--- config.mk ---
export PLATFORM = sky130hd
export DESIGN_NAME = sort_input_packer
export DESIGN_NICKNAME = d
export VERILOG_FILES = /design/src/rtl/sort_input_packer_pkg.sv /design/src/rtl/sort_input_packer.sv
export SDC_FILE = /design/constraint.sdc
export NUM_CORES = 1
export LEC_CHECK = 0
export CAP_MARGIN = 20
export CORE_MARGIN = 1.5
export CORE_UTILIZATION = 58
export CTS_BUF_LIST = sky130_fd_sc_hd__clkbuf_4 sky130_fd_sc_hd__clkbuf_8
export DETAILED_ROUTE_END_ITERATION = 12
export PLACE_DENSITY = 0.87
export SLEW_MARGIN = 20
export SYNTH_ARGS = -nofsm -noshare
export SYNTH_HDL_FRONTEND = slang
export SYNTH_SLANG_ARGS = --single-unit
--- constraint.sdc ---
create_clock -name clk -period 5 [get_ports clk]
set_input_delay 0.5 -clock clk [delete_from_list [all_inputs] [get_ports clk]]
set_output_delay 0.5 -clock clk [all_outputs]
set_load 0.03 [all_outputs]
--- src/rtl/sort_input_packer_pkg.sv ---
// Shared defaults for the sort input packer and the downstream sorter.
// Both sides import this so frame geometry and pad-count width always agree.
package sort_input_packer_pkg;

    localparam int DEF_N  = 4;
    localparam int DEF_BW = 8;
    localparam logic [DEF_BW-1:0] DEF_PAD = '1;

    // Width needed to count 0..n pad elements.
    function automatic int padCntWidth(input int n);
        return $clog2(n + 1);
    endfunction

endpackage

--- src/rtl/sort_input_packer.sv ---
// Collects a stream of elements into N-wide frames for the sorter, padding short
// frames on flush. A collect register feeds a single registered output slot.
module sort_input_packer
    import sort_input_packer_pkg::*;
#(
    parameter int N  = DEF_N,
    parameter int BW = DEF_BW,
    parameter logic [BW-1:0] PAD = '1
) (
    input  logic                        clk,
    input  logic                        rstn,
    input  logic                        in_valid,
    output logic                        in_ready,
    input  logic [BW-1:0]               in_data,
    input  logic                        in_flush,
    output logic                        out_valid,
    input  logic                        out_ready,
    output logic [N*BW-1:0]             out_frame,
    output logic [padCntWidth(N)-1:0]   out_pad_cnt
);

    localparam int CW = padCntWidth(N);
    localparam logic [CW-1:0] FULL = CW'(N);

    logic [CW-1:0]   fillCnt;
    logic            flushPend;
    logic [N*BW-1:0] collectReg;

    logic            accept;
    logic            slotFree;
    logic            flushReq;
    logic            loadOut;
    logic            nextFlushPend;
    logic [CW-1:0]   nextCnt;
    logic [CW-1:0]   nextFill;
    logic [CW-1:0]   loadPad;
    logic [N*BW-1:0] nextCollect;
    logic [N*BW-1:0] loadFrame;

    // in_ready depends only on registered state, never on out_ready.
    assign in_ready = (fillCnt < FULL) && !flushPend;
    assign accept   = in_valid && in_ready;
    assign slotFree = !out_valid || out_ready;
    assign flushReq = in_flush || flushPend;

    always_comb begin
        // NOTE: every signal gets a default first so no path leaves one unassigned and infers a latch.
        nextCollect   = collectReg;
        nextCnt       = fillCnt;
        loadOut       = 1'b0;
        nextFlushPend = 1'b0;

        if (accept) begin
            nextCollect[int'(fillCnt)*BW +: BW] = in_data;
            nextCnt = fillCnt + 1'b1;
        end

        loadFrame = nextCollect;
        for (int i = 0; i < N; i++) begin
            if (i >= int'(nextCnt)) loadFrame[i*BW +: BW] = PAD;
        end
        loadPad  = FULL - nextCnt;
        nextFill = nextCnt;

        // A full frame (fresh or stalled) wins; a flush of a full frame is a no-op.
        if (nextCnt == FULL) begin
            if (slotFree) begin
                loadOut  = 1'b1;
                nextFill = '0;
            end
        end else if (flushReq && nextCnt != '0) begin
            if (slotFree) begin
                loadOut  = 1'b1;
                nextFill = '0;
            end else begin
                nextFlushPend = 1'b1;
            end
        end
    end

    always_ff @(posedge clk) begin
        if (!rstn) begin
            fillCnt     <= '0;
            flushPend   <= 1'b0;
            out_valid   <= 1'b0;
            out_frame   <= '0;
            out_pad_cnt <= '0;
        end else begin
            fillCnt   <= nextFill;
            flushPend <= nextFlushPend;
            if (loadOut) begin
                out_valid   <= 1'b1;
                out_frame   <= loadFrame;
                out_pad_cnt <= loadPad;
            end else if (out_ready) begin
                out_valid <= 1'b0;
            end
        end
    end

    // NOTE: collectReg is pure datapath qualified by fillCnt, so it carries no reset.
    always_ff @(posedge clk) begin
        collectReg <= nextCollect;
    end

endmodule

==> summary.md <==
| Metric | Value |
|---|---|
| GR Layer Usage met3 | under 10% |
| Clk pwr share | 32.9% |
| Final worst clock skew | 13.79 ps |
| Clock slew at reported path FFs | about 70 ps |
| Drt drc | 0 |
| TritonCTS clock tree | yes |
| Yosys Warn Count | 0 |
| Synth Area in Compound Gates | approximately a fifth |
| Crit share post-route | a little under three quarters |
| Routing usage on met2 | 46.91% |
| Synth Instances | ~230 |
| Total CTS buffers | 9 |
| HP Class | register to register |
| Power Dens Cells | between 400 and 500 nW/um2 |
| First drt pass iteration count | 6 |
| Kind of start point of the critical path | primary input |
| NetSw | 513.8 uW |
| Synth top area share | 52.58% |
| Slew Viols, Final | 0 |
| Routed WL per cell | 19.55 um |
| Dominant synthesized flop cell | dfxtp_1 |
| Placed Area | 3283 um2 |
| Yosys reg bits | 72 |
| Total number of vias | 2021 |
| Area Overhead vs Synth | 28.98% |
| Clk Tree Root Cell | clkbuf_8 |
| Core Footprint | 4444 um2 |
| Syn Area/Cell | 12.08 um2 |
| Antenna Nets Post-Route | 0 |
| Total of max-cap violations | 0 |
| Relative slew slack | about a third |
| M1 GR Usage | 34.05% |
| Worst Setup Path Type | primary input to register |
| Setup violations, final | 0 |
| DIE AREA | 5148 um2 |
| Status | completed |
| I/O pin total | 50 |
| HPWL after detailed placement | between 4000 and 5000 um |
| Switching part of the total | 29.71% |
| Register area share after synthesis | a little over half |
| Multiplexer share of the synthesized area | between 10% and 20% |
| Post-synth EDFFs | 0 |
| Number of port buffers | 49 |
| CP Capture Type | register |
| Maximum VDD drop | 371.1 uV |
| Commonest non-fill, non-tap cells in the layout | dfxtp_1, clkdlybuf4s50_1, mux2_2 |
| Fraction of registers with async set/reset | 0% |
| CP cell instances | clkdlybuf4s50_1 > nor3b_1 > xnor2_1 > ha_1 > ha_1 > o21bai_1 > a31oi_2 > o31ai_2 > o221a_2 |
| FP Rows | 24 |
| Fin area | 3536 um2 |
| Post-DR vias/cell | 6.015 |
| Adder-cell share of the synthesized area | under 10% |
| Setup TNS | 0 ps |
| Combinational power share | around 25% |
| Reg power frac | a little over two fifths |
| Leak | ~1.4 nW |
| Largest net degree at the start of global routing | 39 |
| Post-CTS Hold Fix Bufs | 0 |
| GP Congestion | 0.9523 |
| Die height | 71.75 um |
| Pint | 1.215 mW |
| Slowest CP cell | clkdlybuf4s50_1 |
| Max Freq | 0.2793 GHz |
| Initial antenna violation count | 0 |
| Total grt overflow | 0 |
| RSZ-0062 raised after global routing | no |
| First-pass GRT wire length | 10610 um |
| WP data arrival | about 3800 ps |
| Final hold violations | 0 |
| Post-CTS resize count | 0 |
| Syn_nets | 246 |
| R2r startpoint | fillCnt[0] |
| Starting Density | slightly above 60% |
| # diodes | 0 |
| Die width | between 70 and 80 um |
| Synth Area in XOR/XNOR | 0.3195% |
| Final net count | a little under 300 |
| Post-synthesis cell area | ~2700 um2 |
| Crit path max fanout | 12 |
| Tot Pwr | 1.729 mW |
| Max incr delay on CP | 600 ps |
| Seq. cell area | 1441 um2 |
| Post-Route WL | 6568 um |
| Worst path most repeated cell | ha_1 |
| # clock sinks | 72 |
| Layout cell share with drive strength beyond 1 | 27.46% |
| Number of setup buffers added after CTS | 0 |
| Yosys top cell by area | dfxtp_1 |
| Setup crit start | in_valid |
| Clock buffer depth | 2 |
| Synth Area in Simple Gates | 6.892% |
| Most Crowded Layer GR | met2 |
| Data required time of the worst path | 5240 ps |
| FILL cells | 288 |
| Combinational family with the most area after synthesis | compound AO/OA/AOI/OAI gates |
| Ranking of synthesized cells by area | dfxtp_1, mux2_2, o221a_2 |
| Hold_sp | collectReg[5] |
| Multi-input logic area | about 1200 um2 |
| Initial DRC Count | 128 |
| H-tree levels | 3 |
| Final min period | 3580 ps |
| Vias in the first global route | between 2k and 2.5k |
| Worst-Margin Slew | between 900 and 1000 ps |
| Worst skew pair latency | 350 ps |
| Synth cell types | 38 |
| Commonest non-fill, non-tap cell in the layout | dfxtp_1 |
| Tot GR Track Use | 27.97% |
[registers in the layout (all words and copies together) (netlist names)]
signal	flops
out_valid	1
out_frame	32
fillCnt	3
collectReg	32
flushPend	1
out_pad_cnt	3
[cells in the mapped netlist, drive strengths merged, types with 4 or more instances]
| cell | count |
|---|---|
| o221a | 16 |
| mux2 | 25 |
| nand2 | 4 |
| o41a | 8 |
| inv | 13 |
| o21a | 9 |
| mux2i | 9 |
| o21ai | 8 |
| nor2 | 9 |
| dfxtp | 72 |
| clkbuf | 9 |
| a21oi | 9 |
| ha | 6 |
[path summary, 6_finish.rpt]
kind	endpoint	slack, ps	depth (start not counted)
max	out_frame[16]	1420	9
min	collectReg[5]	480	2
max reg2reg	out_frame[16]	1470	10
min reg2reg	collectReg[5]	480	2
[cell type report]
class | count | area share [%]
clock inverters | 6 | 3.255
repair buffers | 52 | 14.51
flip-flops and latches | 72 | 40.76
inverters | 13 | 1.380
multi-input cells | 131 | 34.36
clock buffers | 10 | 3.892
well taps | 52 | 1.840
[stage by stage]
stage	instances	setup WS, ps	util [%]	hold slack, ps
after CTS	336	1492	79.56	471.0
after global placement	320	1284	73.87	441.2
after floorplan	227	1958	-	429.3
after detailed placement	320	1101	73.87	453.6
final	336	1420	79.56	475.1
after global routing	336	1214	79.56	498.1
[power by group through the flow]
stage | Clock [mW] | Sequential (mW) | Combinational (mW)
3_5_place_dp | 0 | 0.735 | 0.428
5_1_grt | 0.603 | 0.736 | 0.462
4_1_cts | 0.577 | 0.726 | 0.435
3_3_place_gp | 0 | 0.732 | 0.413
6_report | 0.568 | 0.726 | 0.435
2_1_floorplan | 0 | 0.812 | 0.194
[cells by family (layout without fill, tap and decap cells)]
kind of cell    Yosys count  after routing
compound gates           61             61
xor+xnor                  1              1
fa+ha+maj                 6              6
buf+inv                  24             81
flops                    72             72
mux                      34             34
simple gates             29             29
[per-layer routing]
| layer | vias up | wire length (um) | share of wire [%] |
|---|---|---|---|
| met2 | 54 | 3359 | 51 |
| met1 | 1009 | 2833 | 43 |
| li1 | 952 | - | - |
| met5 | - | 0 | 0 |
| met3 | 6 | 310 | 4.7 |
| met4 | 0 | 65 | 0.99 |
[critical path: cells and delay by family]
| family | cells | cell delay, ps |
|---|---|---|
| and+or+nand+nor | 1 | 420 |
| xor gates and xnor gates | 1 | 260 |
| AOI/OAI and AO/OA | 4 | 1450 |
| adders and majority gates | 2 | 570 |
| buffers and inverters | 1 | 600 |
Power figures use the tool's default switching activity.
